--- src/rtl/wb_stage.sv ---
// wb_stage: writeback register driving the register file and R0 write ports,
// forwarding selects, a sticky illegal-destination flag and a retire counter.
module wb_stage #(
  parameter int REG_DATA_WIDTH = 16,
  parameter int REG_NUM_WIDTH = 4,
  parameter int REG_FORWARD_WIDTH = 2,
  parameter int NUM_REG = 16,
  parameter logic [REG_FORWARD_WIDTH-1:0] REG_FORWARD_REG_FILE = 2'b00,
  parameter logic [REG_FORWARD_WIDTH-1:0] REG_FORWARD_WB = 2'b01,
  parameter logic [REG_FORWARD_WIDTH-1:0] REG_FORWARD_R0 = 2'b10,
  parameter int RETIRE_WIDTH = 16
) (
  input  logic clk,
  input  logic rst,
  input  logic mem_valid,
  input  logic mem_wr,
  input  logic [REG_NUM_WIDTH-1:0] mem_wrn,
  input  logic [REG_DATA_WIDTH-1:0] mem_wrd,
  input  logic mem_wr0,
  input  logic [REG_DATA_WIDTH-1:0] mem_r0d,
  input  logic stall,
  input  logic flush,
  input  logic [REG_NUM_WIDTH-1:0] rn_1,
  input  logic [REG_NUM_WIDTH-1:0] rn_2,
  output logic wr,
  output logic [REG_NUM_WIDTH-1:0] wrn,
  output logic [REG_DATA_WIDTH-1:0] wrd,
  output logic wr0,
  output logic [REG_DATA_WIDTH-1:0] r0d,
  output logic [REG_FORWARD_WIDTH-1:0] reg_forward_1,
  output logic [REG_FORWARD_WIDTH-1:0] reg_forward_2,
  output logic exception,
  output logic [RETIRE_WIDTH-1:0] retired
);
  logic valid_q, done_q, wr_q, wr0_q, legal_q;
  always_ff @(posedge clk or posedge rst) begin
    if (rst) begin
      valid_q <= 1'b0;
      done_q <= 1'b0;
      wr_q <= 1'b0;
      wr0_q <= 1'b0;
      legal_q <= 1'b0;
      wrn <= '0;
      wrd <= '0;
      r0d <= '0;
      exception <= 1'b0;
      retired <= '0;
    end else begin
      if (valid_q && !done_q) retired <= retired + RETIRE_WIDTH'(1);
      if (valid_q && wr_q && !legal_q) exception <= 1'b1;
      if (!stall) begin
        valid_q <= mem_valid & ~flush;
        done_q <= 1'b0;
        wr_q <= mem_wr;
        wr0_q <= mem_wr0;
        legal_q <= 32'(mem_wrn) < NUM_REG;
        wrn <= mem_wrn;
        wrd <= mem_wrd;
        r0d <= mem_r0d;
      end else begin
        done_q <= done_q | valid_q;
      end
    end
  end
  assign wr = valid_q & wr_q & ~done_q & legal_q;
  assign wr0 = valid_q & wr0_q & ~done_q;
  // R0 wins over a same-cycle write to register 0, as the register file applies it last
  assign reg_forward_1 = (wr0 && rn_1 == '0) ? REG_FORWARD_R0 :
                         (wr && wrn == rn_1) ? REG_FORWARD_WB : REG_FORWARD_REG_FILE;
  assign reg_forward_2 = (wr0 && rn_2 == '0) ? REG_FORWARD_R0 :
                         (wr && wrn == rn_2) ? REG_FORWARD_WB : REG_FORWARD_REG_FILE;
endmodule

--- config.mk ---
export PLATFORM = sky130hd
export DESIGN_NAME = wb_stage
export DESIGN_NICKNAME = d
export VERILOG_FILES = /design/src/rtl/wb_stage.sv
export SDC_FILE = /design/constraint.sdc
export NUM_CORES = 1
export LEC_CHECK = 0
export CAP_MARGIN = 20
export CORE_MARGIN = 1
export CORE_UTILIZATION = 30
export CTS_BUF_LIST = sky130_fd_sc_hd__clkbuf_8
export DETAILED_ROUTE_END_ITERATION = 12
export PLACE_DENSITY_LB_ADDON = 0.2
export SLEW_MARGIN = 0
export SYNTH_ARGS = -nofsm -noshare
export SYNTH_HDL_FRONTEND = slang
export SYNTH_SLANG_ARGS = --single-unit
--- constraint.sdc ---
create_clock -name clk -period 1.5 [get_ports clk]
set_input_delay 0.225 -clock clk [delete_from_list [all_inputs] [get_ports clk]]
set_output_delay 0.225 -clock clk [all_outputs]
set_load 0.05 [all_outputs]
=== Word level (Yosys, flattened, before mapping) ===
Cells that the tools add are included.

* Reductions and logical operators: 11
* Add/sub/neg operators: 1
* Equality and inequality tests: 2
* Multiplexer cells: 5
* Bitwise gates (word level): 9

{| class="wikitable"
|+ Operators by type and width
! kind !! number
|-
| $add A16 B1 Y16 const B || 1
|-
| $eq A4 B4 Y1 || 2
|-
| $logic_not A4 Y1 || 2
|-
| $logic_and A1 B1 Y1 || 7
|-
| $and A1 B1 Y1 || 6
|-
| $mux W2 || 2
|-
| $mux W1 || 3
|-
| $logic_not A1 Y1 || 2
|-
| $not A1 Y1 || 2
|-
| $or A1 B1 Y1 || 1
|}

* Word-level logic and storage cells: 38
* Register bits after elaboration: 58
* Input bits: 51
* Output and inout port bits: 59

=== Depth between registers and ports, before layout ===
Gate-level depths: netlist of the first run.

* Depth after elaboration: 6
* Depth in mapped cells: 5
* Depth with buffers taken out: 4

=== Worst setup path after synthesis of the first run ===
OpenSTA, ideal clock, no wires.

* Kind: reg2out
* From: register done_q
* To: output reg_forward_1[0]
* Data required time: 1.275 ns
* Path buffers: 1
* Data arrival time: 2.882 ns
* Slack: -1.607 ns
* Stages on the path, launching flop included: 6
* Cell sequence: dfrtp_1 and2b_1 buf_4 and3_1 nand3_1 nor4_1

* Cells in the longest elaborated chain, start to end: 6
* Elaborated cells between the ends (all ways): 8
* Classes of those cells: 2 x mux; 4 x bitwise; 2 x reduce/logical

{| class="wikitable"
|+ Ends and longest elaborated chain
! what !! RTL line !! text
|-
| start, declared || 35 || <nowiki>logic valid_q, done_q, wr_q, wr0_q, legal_q;</nowiki>
|-
| start signal, assigned || 61 || <nowiki>done_q <= done_q | valid_q;</nowiki>
|-
| $not A1 Y1 || 65 || <nowiki>assign wr = valid_q & wr_q & ~done_q & legal_q;</nowiki>
|-
| $and A1 B1 Y1 (2 in a row) || 65 ||
|-
| named net wr || 25 || <nowiki>output logic wr,</nowiki>
|-
| $logic_and A1 B1 Y1 || 69 || <nowiki>(wr && wrn == rn_1) ? REG_FORWARD_WB : REG_FORWARD_REG_FILE;</nowiki>
|-
| $mux W1 || 69 ||
|-
| $mux W2 || 68 || <nowiki>assign reg_forward_1 = (wr0 && rn_1 == '0) ? REG_FORWARD_R0 :</nowiki>
|-
| end, declared || 30 || <nowiki>output logic [REG_FORWARD_WIDTH-1:0] reg_forward_1,</nowiki>
|}

The timed path passes the listed nets, and every way through them passes these cells.

=== Worst setup path after layout of the first run ===
* From: register valid_q
* To: output reg_forward_2[0]

* Cells in the longest elaborated chain, start to end: 6
* Elaborated cells between the ends (all ways): 9
* Classes of those cells: 2 x mux; 5 x bitwise; 2 x reduce/logical

{| class="wikitable"
|+ Ends and longest elaborated chain
! what !! RTL line !! text
|-
| start, declared || 35 ||
|-
| start signal, assigned || 52 || <nowiki>valid_q <= mem_valid & ~flush;</nowiki>
|-
| $and A1 B1 Y1 (3 in a row) || 65 ||
|-
| $logic_and A1 B1 Y1 || 71 || <nowiki>(wr && wrn == rn_2) ? REG_FORWARD_WB : REG_FORWARD_REG_FILE;</nowiki>
|-
| $mux W1 || 71 ||
|-
| $mux W2 * || 70 || <nowiki>assign reg_forward_2 = (wr0 && rn_2 == '0) ? REG_FORWARD_R0 :</nowiki>
|-
| end, declared || 31 || <nowiki>output logic [REG_FORWARD_WIDTH-1:0] reg_forward_2,</nowiki>
|}

Mark *: on every way between the ends. The rest lies on a longest branch, timed or not.

==> results of run 1 <==
[synthesized netlist by cell type, drive strengths merged (2+ instances only)]
cell | n | share of area, %
and3 | 5 | 1.6
buf | 3 | 0.73
clkbuf | 3 | 0.47
dfrtp | 58 | 60
inv | 4 | 0.62
mux2 | 39 | 18
nand2 | 7 | 1.1
nand3 | 5 | 1.0
nand4 | 7 | 2.7
nor2 | 2 | 0.31
nor4 | 8 | 2.1
xnor2 | 12 | 4.4
xor2 | 11 | 4.0
[where the power goes]
part           leakage, uW  internal [uW]  total, uW  switching, uW
sequential        0.000698           1750       1880            131
combinational      0.00115            844       1830            989
clock             0.000110            886       1460            571
total              0.00196           3480       5170           1690
[repair_timing]
item,CTS,global route
setup buffers,3,4
setup endpoints to repair,12,13
pin swaps,5,3
resized for setup,9,7
[how the worst min path moves through the flow]
stage / start / end / slack (ps) / cells past startpoint
6_report: rst / wrd[15] / 300 / 3
5_1_grt: rst / r0d[15] / 320 / 3
4_1_cts: rst / wrd[15] / 300 / 3
3_5_place_dp: exception / exception / 460 / 1
3_3_place_gp: exception / exception / 450 / 1
2_1_floorplan: rst / done_q / 320 / 1
[area by class of cell]
cell class                 instances  area, um2
timing repair buffer             135       1480
sequential                        58       1460
tap                              102        128
clock buffer                      12        165
inverter                           4       18.8
fill                             644       3360
clock inverter                     3       38.8
multi-input combinational        104       1080
[registers in the layout (all words and copies together), names as in the netlist]
| name | count |
|---|---|
| valid_q | 1 |
| r0d | 16 |
| retired | 16 |
| wr_q | 1 |
| wrn | 4 |
| legal_q | 1 |
| exception | 1 |
| wr0_q | 1 |
| wrd | 16 |
| done_q | 1 |
[placed cells by master (no fill, tap or decap), types with 2 or more instances in the layout]
cell / count
sky130_fd_sc_hd__buf_12: 27
sky130_fd_sc_hd__dfrtp_1: 50
sky130_fd_sc_hd__clkbuf_8: 12
sky130_fd_sc_hd__nand4_1: 5
sky130_fd_sc_hd__nand3_1: 3
sky130_fd_sc_hd__xnor2_1: 12
sky130_fd_sc_hd__buf_4: 56
sky130_fd_sc_hd__nor4_4: 6
sky130_fd_sc_hd__buf_6: 2
sky130_fd_sc_hd__nand4_4: 2
sky130_fd_sc_hd__inv_1: 4
sky130_fd_sc_hd__xor2_1: 11
sky130_fd_sc_hd__and3_4: 4
sky130_fd_sc_hd__mux2_2: 39
sky130_fd_sc_hd__clkdlybuf4s50_1: 49
sky130_fd_sc_hd__nor2_1: 2
sky130_fd_sc_hd__nand2_1: 7
sky130_fd_sc_hd__dfrtp_2: 8
[cells by family after synthesis]
group                      share of synthesized area (%)
DFF                                                 60.3
muxes                                               18.3
and+or+nand+nor                                     9.83
xor gates and xnor gates                            8.37
buffers and inverters                               1.82
AOI/OAI and AO/OA                                  0.884
adders and majority gates                          0.520
[through the flow]
step,area (um2),TNS (ps)
final,4370,-1780
after global routing,4370,-2780
after CTS,4300,-1700
after detailed placement,4030,-1040
after global placement,4030,-786
after floorplan,2500,-1050
[worst reg2reg max path, cell delays in order, from the launching register on]
cell	delay, ps
sky130_fd_sc_hd__dfrtp_1	370
sky130_fd_sc_hd__and2b_2	240
sky130_fd_sc_hd__buf_4	190
sky130_fd_sc_hd__nand4_4	190
sky130_fd_sc_hd__buf_4	200
sky130_fd_sc_hd__nor2_1	120
sky130_fd_sc_hd__xor2_1	170
[metal layers]
metal / routed length, um / track usage (%) / share of wire (%)
met1: 2430 / 17.7 / 42
met3: 391 / 4.94 / 6.8
met2: 2890 / 24.8 / 50
met5: 0 / 0 / 0
met4: 63 / 5.56 / 1.1
==> results.yml, run 1 <==
grt:
  grt_antenna_before_repair: 0
  grt_resource_usage_total_pct: 14.9
  first_pass_grt_wire_length_um: 9710
  grt_remaining_overflow: 0
  first_global_vias: 2025
  grt_start_max_net_pins: 37
finish:
  post_route_cells_drive_above_1_share_pct: 53.5
  instances_no_fill: 418
  n_antenna_cell: 0
  area.growth.synth_to_final_pct: 81.5
  nets: 364
  utilization_pct: 56.5
sta:
  grt_setup_unrepaired: "yes"
  final.min_clock_period_ps: 1920
  report.final.setup_viol: 9
  report.final.slew_viol_count: 0
  fin_skew_ps: 10.5
  fin_crit_sh_pct: 128
  finalHoldWorstSlack_ps: 298
  maxSlewHeadroom_pct: 81.0
  timing.final.hold_violations: 0
  max_freq_ghz: 0.521
  tightest_slew_ps: 284
  timing.final.ws_setup_ps: -419
synth:
  synth-edff-count: 0
  synth.lib_cells_used.distinct: 26
  seq_total_area_yosys_pct: 60.3
  synth_flop_cell: "sky130_fd_sc_hd__dfrtp_1"
  synth.cell_area_um2: 2410
  synth-async-reset-ratio_pct: 100
  synthesis.instances: 172
  net_count_of_the_mapped_netlist: 224
  synthesis.yosys.warnings: 0
  synthesis.area_per_instance_um2: 14.0
  synth-seq-cells: 58
worst_setup_path:
  worst-r2r-setup-slack_ps: -70
  cp_cell_sequence: "and2b_2, buf_6, and3_4, nor4_4, buf_12"
  max_stage_delay_ps: 370
  reg2regPathDepth: 6
  worst_ep_arrival_time_ps: 1690
  path_delay_family: "simple AND/OR/NAND/NOR gates"
  crit_path_top_delay_cell: "sky130_fd_sc_hd__dfrtp_1"
  worstSetupPathDepth: 5
  worst-setup-path-type: "reg2out"
  kind_of_end_point_of_the_critical_path: "output pin"
  worst_path_required_ps: 1270
  setup.worst_path.end: "reg_forward_2[0]"
  timing.critical_path.buf_inv: 2
  worstSetupStartpoint: "valid_q"
  setup.worst_path.start_class: "flop"
  worstPathMaxFanout: 3
  regToRegEndpoint: "retired[9]"
  worst_r2r_startpoint: "done_q"
die:
  start_util_pct: 31.1
  chipWidth_um: 91.6
  io_pins: 110
  core_region_um2: 7730
  row_count: 32
  die_height_um: 91.6
  die-area_um2: 8380
power_and_ir_drop:
  power.total_uw: 5170
  power_per_unit_of_standard_cell_area_nw_per_um2: 1180
  peakVddDrop_mv: 0.581
  leakage_uw: 0.00196
clock_tree:
  cts_tree: "done"
  worst_skew_pair.late_latency_ps: 320
  clock-root-buffer: "sky130_fd_sc_hd__clkbuf_8"
  numCtsBuffers: 9
  htree_depth: 3
  clk_path_buf_depth: 2
  clock_sinks: 58
  ctsHoldBuffers: 0
  clock_transition_at_the_registers_of_the_reported_paths_ps: 60
flow_run:
  drv.max_cap_violation_count: 0
drt:
  detail_route.drc_violations: 0
  via_count: 1881
  drt.antenna.violating_nets: 0
  wire_per_inst_um: 13.8
  wirelength_um: 5780
  drt-initial-drc-count: 31
  length_of_the_first_detailed_routing_pass_in_iterations: 4
  mean_number_of_vias_per_cell: 4.50
place:
  detailed_place_hpwl_um: 4310
  port_buffers: 109
  place_ws_ps: -270
  post-place-cells: 398
  gp_congestion: 0.777
run_status:
  run_status: "complete, but fails checks"
  violations: "setup timing"
hold_path:
  hold_class: "in2async"
No activity file was read; power rests on OpenSTA's default activity.
==> run 2: changes to the inputs <==
==> constraint.sdc (replaced) <==
create_clock -name clk -period 2.3 [get_ports clk]
set_input_delay 0.345 -clock clk [delete_from_list [all_inputs] [get_ports clk]]
set_output_delay 0.345 -clock clk [all_outputs]
set_load 0.05 [all_outputs]
==> run 2 against run 1 <==
Compared with the run above:
- sequential share of layout area up 3.0 points
- critical endpoint unchanged
- the run now ends clean
- clock skew decreased by 2.2 ps
- highest routed layer unchanged
- largest power group unchanged
- non-clock buffer count fell by 22
- via count down 4.5%
- global-route usage is 1.2 points lower
- die area did not move
- clock power fell by 21%
- setup slack improved by 540 ps
==> results.yml, run 2 (same netlist as run 1, synthesis figures left out) <==
sta:
  setup-tns-final_ps: 0
  final.min_clock_period_ps: 2180
  tightest_slew_ps: 548
  timing.final.hold_violations: 0
  report.final.setup_viol: 0
  maxSlewHeadroom_pct: 63.4
  finalHoldWorstSlack_ps: 389
  max_freq_ghz: 0.459
  fin_skew_ps: 8.25
  grt_setup_unrepaired: "no"
  report.final.slew_viol_count: 0
  fin_crit_sh_pct: 94.7
clock_tree:
  worst_skew_pair.late_latency_ps: 320
  clock-root-buffer: "sky130_fd_sc_hd__clkbuf_8"
  cts-resized-gates: 0
  cts_tree: "done"
  post-cts-setup-buffers: 0
  clock_sinks: 58
  numCtsBuffers: 9
  htree_depth: 3
  ctsHoldBuffers: 0
  clock_transition_at_the_registers_of_the_reported_paths_ps: 70
  clk_path_buf_depth: 2
drt:
  drt.antenna.violating_nets: 0
  via_count: 1796
  detail_route.wirelength.met1_um: 2460
  drt-initial-drc-count: 26
  wl_met2_um: 2650
  met3WireLength_um: 305
  mean_number_of_vias_per_cell: 4.52
  length_of_the_first_detailed_routing_pass_in_iterations: 4
  wire_per_inst_um: 13.7
  wirelength_um: 5460
  top_layer: "met4"
  detail_route.drc_violations: 0
finish:
  post_route_cells_drive_above_1_share_pct: 25.1
  storage_element_area_um2: 1450
  multi_input_area_um2: 942
  n_antenna_cell: 0
  nets: 342
  fillcell_total: 686
  biggestRegsByFlops: "r0d: 16 flops, retired: 16 flops, wrd: 16 flops"
  utilization_pct: 51.5
  area.growth.synth_to_final_pct: 65.3
  most_common_library_cell_in_the_layout_ignoring_fill_and_taps: "sky130_fd_sc_hd__clkdlybuf4s50_1"
  layout_common_cells: "102 x sky130_fd_sc_hd__clkdlybuf4s50_1, 58 x sky130_fd_sc_hd__dfrtp_1, 39 x sky130_fd_sc_hd__mux2_2"
die:
  die_height_um: 91.6
  io_pins: 110
  core_region_um2: 7730
  start_util_pct: 31.1
  row_count: 32
  chipWidth_um: 91.6
  die-area_um2: 8380
place:
  port_buffers: 109
  gp_congestion: 0.783
  detailed_place_hpwl_um: 4010
power_and_ir_drop:
  leakage_uw: 0.00166
  peakVddDrop_mv: 0.358
  power_per_unit_of_standard_cell_area_nw_per_um2: 841
grt:
  grt_antenna_before_repair: 0
  grt_start_max_net_pins: 31
  first_global_vias: 1856
  grt_resource_usage_total_pct: 13.6
  first_pass_grt_wire_length_um: 8960
  grt_remaining_overflow: 0
worst_setup_path:
  worst_path_required_ps: 1960
  setup.worst_path.start_class: "flop"
  worstPathMaxFanout: 11
  kind_of_end_point_of_the_critical_path: "output pin"
  worst_ep_arrival_time_ps: 1830
  worst-setup-path-type: "reg2out"
run_status:
  run_status: "finished clean"
hold_path:
  hold_class: "in2async"
flow_run:
  drv.max_cap_violation_count: 0
[run 2: cell types whose count changed in the layout (fill, tap and decap cells not counted), sizes merged]
| cell | delta |
|---|---|
| bufinv | +2 |
| clkinv | -1 |
| buf | -75 |
| clkdlybuf4s50 | +53 |
| clkbuf | -1 |
| inv | +1 |
[run 2: final timing paths]
check | cells past startpoint | to | start | slack, ps
max | 5 | reg_forward_2[0] | valid_q | 120
min in group clk | 2 | legal_q | stall | 460
max reg2reg | 5 | retired[14] | done_q | 730
max in group asynchronous | 3 | valid_q | rst | 1350
min reg2reg | 1 | done_q | done_q | 480
min | 2 | r0d[4] | rst | 390
[run 2: layout make-up]
class / instances / area share [%]
clock buffer: 11 / 3.81
multi-input combinational: 104 / 23.7
inverter: 4 / 0.377
clock inverter: 5 / 2.55
timing repair buffer: 113 / 29.9
tap: 102 / 3.21
sequential: 58 / 36.5
[run 2: routing by layer]
layer	GRT usage, %	vias to the layer above
met1	17.6	895
met4	5.16	0
met5	0	-
li1	-	840
met2	21.4	56
met3	4.02	5
[run 2: through the flow]
step / area (um2) / total power [uW] / std cells / setup WS [ps]
6_report: 3980 / 3340 / 397 / 121
3_5_place_dp: 3720 / 2210 / 381 / 274
4_1_cts: 3980 / 3400 / 397 / 90.7
2_1_floorplan: 2440 / 1830 / 172 / 8.93
3_3_place_gp: 3720 / 2190 / 381 / 309
5_1_grt: 3980 / 3480 / 397 / 2.46
[run 2: critical path: stages (launching register included)]
cell and delay, ps:
sky130_fd_sc_hd__dfrtp_1 410, sky130_fd_sc_hd__and2b_1 170, sky130_fd_sc_hd__buf_4 180, sky130_fd_sc_hd__and3_1 240, sky130_fd_sc_hd__nor4_4 340, sky130_fd_sc_hd__buf_12 180
[run 2: power breakdown]
| group | total [uW] | switching (uW) | internal [uW] |
|---|---|---|---|
| registers | 1250 | 113 | 1130 |
| logic | 934 | 552 | 382 |
| clock network | 1160 | 389 | 775 |
| total | 3340 | 1050 | 2290 |
==> run 3: changes to the inputs <==
--- a/config.mk
+++ b/config.mk
@@ -6,6 +6,8 @@
 export NUM_CORES = 1
 export LEC_CHECK = 0
 export CAP_MARGIN = 20
+export CELL_PAD_IN_SITES_DETAIL_PLACEMENT = 0
+export CELL_PAD_IN_SITES_GLOBAL_PLACEMENT = 1
 export CORE_MARGIN = 1
 export CORE_UTILIZATION = 30
 export CTS_BUF_LIST = sky130_fd_sc_hd__clkbuf_8
==> run 3 against run 2 <==
Compared with the run above:
- largest cell class unchanged
- non-clock buffer count unchanged
- routed wire length hardly changed
- final cell count fell by 0.50%
==> results.yml, run 3 (same netlist as run 1, synthesis figures left out) <==
worst_setup_path:
  cp_cell_sequence: "and2b_1, and3_2, nand3_1, nor4_4, buf_12"
  kind_of_end_point_of_the_critical_path: "output pin"
  max_stage_delay_ps: 370
  worst_path_required_ps: 1960
  crit_path_top_delay_cell: "sky130_fd_sc_hd__dfrtp_1"
  setup.worst_path.start_class: "flop"
  worstPathMaxFanout: 4
  worst_ep_arrival_time_ps: 1820
  worst-setup-path-type: "reg2out"
drt:
  via_count: 1772
  detail_route.drc_violations: 0
  drt.antenna.violating_nets: 0
  length_of_the_first_detailed_routing_pass_in_iterations: 4
  mean_number_of_vias_per_cell: 4.49
  wire_per_inst_um: 13.8
  drt-initial-drc-count: 27
  wirelength_um: 5450
die:
  chipWidth_um: 91.6
  row_count: 32
  core_region_um2: 7730
  start_util_pct: 31.1
  die-area_um2: 8380
  die_height_um: 91.6
  io_pins: 110
sta:
  tightest_slew_ps: 535
  fin_skew_ps: 6.85
  report.final.setup_viol: 0
  grt_setup_unrepaired: "no"
  fin_crit_sh_pct: 94.1
  maxSlewHeadroom_pct: 64.2
  final.min_clock_period_ps: 2170
  timing.final.hold_violations: 0
  setup-tns-final_ps: 0
  max_freq_ghz: 0.462
  report.final.slew_viol_count: 0
power_and_ir_drop:
  peakVddDrop_mv: 0.503
  power_per_unit_of_standard_cell_area_nw_per_um2: 756
  leakage_uw: 0.00163
grt:
  first_global_vias: 1833
  grt_remaining_overflow: 0
  grt_antenna_before_repair: 0
  first_pass_grt_wire_length_um: 9020
  grt_start_max_net_pins: 30
  grt_resource_usage_total_pct: 13.9
finish:
  post_route_cells_drive_above_1_share_pct: 24.6
  utilization_pct: 50.4
  nets: 342
  area.growth.synth_to_final_pct: 61.9
  layout_common_cells: "102 x sky130_fd_sc_hd__clkdlybuf4s50_1, 58 x sky130_fd_sc_hd__dfrtp_1, 39 x sky130_fd_sc_hd__mux2_2"
  most_common_library_cell_in_the_layout_ignoring_fill_and_taps: "sky130_fd_sc_hd__clkdlybuf4s50_1"
  n_antenna_cell: 0
  instances_no_fill: 395
  biggestRegsByFlops: "r0d: 16 flops, retired: 16 flops, wrd: 16 flops"
clock_tree:
  post-cts-setup-buffers: 0
  ctsHoldBuffers: 0
  cts_tree: "done"
  clk_path_buf_depth: 2
  numCtsBuffers: 9
  clock_sinks: 58
  htree_depth: 3
  cts-resized-gates: 0
  clock-root-buffer: "sky130_fd_sc_hd__clkbuf_8"
  worst_skew_pair.late_latency_ps: 320
  clock_transition_at_the_registers_of_the_reported_paths_ps: 70
run_status:
  run_status: "finished clean"
place:
  detailed_place_hpwl_um: 4100
  gp_congestion: 0.719
  post-place-cells: 381
  port_buffers: 109
hold_path:
  hold_class: "in2async"
flow_run:
  drv.max_cap_violation_count: 0
-- run 3: cell types whose count changed in the layout (fill, tap and decap cells not counted) --
cell	previous run	this run
sky130_fd_sc_hd__buf_12	7	8
sky130_fd_sc_hd__bufinv_16	3	0
sky130_fd_sc_hd__buf_4	3	2
sky130_fd_sc_hd__clkinv_2	0	2
sky130_fd_sc_hd__clkbuf_8	11	10
-- run 3: where the power goes --
part	leakage, uW	internal [uW]	switching (uW)
combinational	0.000833	385	553
sequential	0.000708	1130	109
clock	0.0000852	400	367
-- run 3: layer usage --
layer | share of wire (%) | vias to the layer above | GRT usage, %
met1 | 43 | 865 | 16.6
met4 | 0.94 | 0 | 3.17
met3 | 8.1 | 6 | 7.20
met5 | 0 | - | 0
li1 | - | 840 | -
met2 | 48 | 61 | 22.3
-- run 3: final timing paths --
path	start	endpoint	slack, ps	cells after the start
worst max-delay path	done_q	reg_forward_1[0]	130	5
worst min-delay path	rst	wrd[2]	350	2
worst max register to register	done_q	retired[15]	660	5
worst min register to register	retired[15]	retired[15]	460	1
max in group asynchronous	rst	done_q	1430	3
min in group clk	retired[15]	retired[15]	460	1
-- run 3: worst max-delay path, delay by kind of cell (launching register included) --
| family | cells | cell delay (ps) |
|---|---|---|
| buf+inv | 1 | 180 |
| flops | 1 | 370 |
| simple gates | 4 | 960 |
-- run 3: per-stage QoR --
stage          hold WS, ps  worst slack (ps)  power (uW)  instance area (um2)
6_report               347               135        2950                 3900
5_1_grt                383              13.2        3090                 3900
4_1_cts                341              79.3        3010                 3900
3_5_place_dp           457               279        2210                 3740
3_3_place_gp           453               312        2200                 3740
2_1_floorplan          439              8.93        1830                 2440
-- run 3: layout make-up --
| type | count | area, um2 |
|---|---|---|
| fillers | 682 | 3830 |
| clock inverters | 4 | 21.3 |
| clock buffers | 10 | 138 |
| multi-input cells | 104 | 942 |
| well taps | 102 | 128 |
| repair buffers | 113 | 1200 |
| flip-flops and latches | 58 | 1450 |
| inverters | 4 | 15.0 |
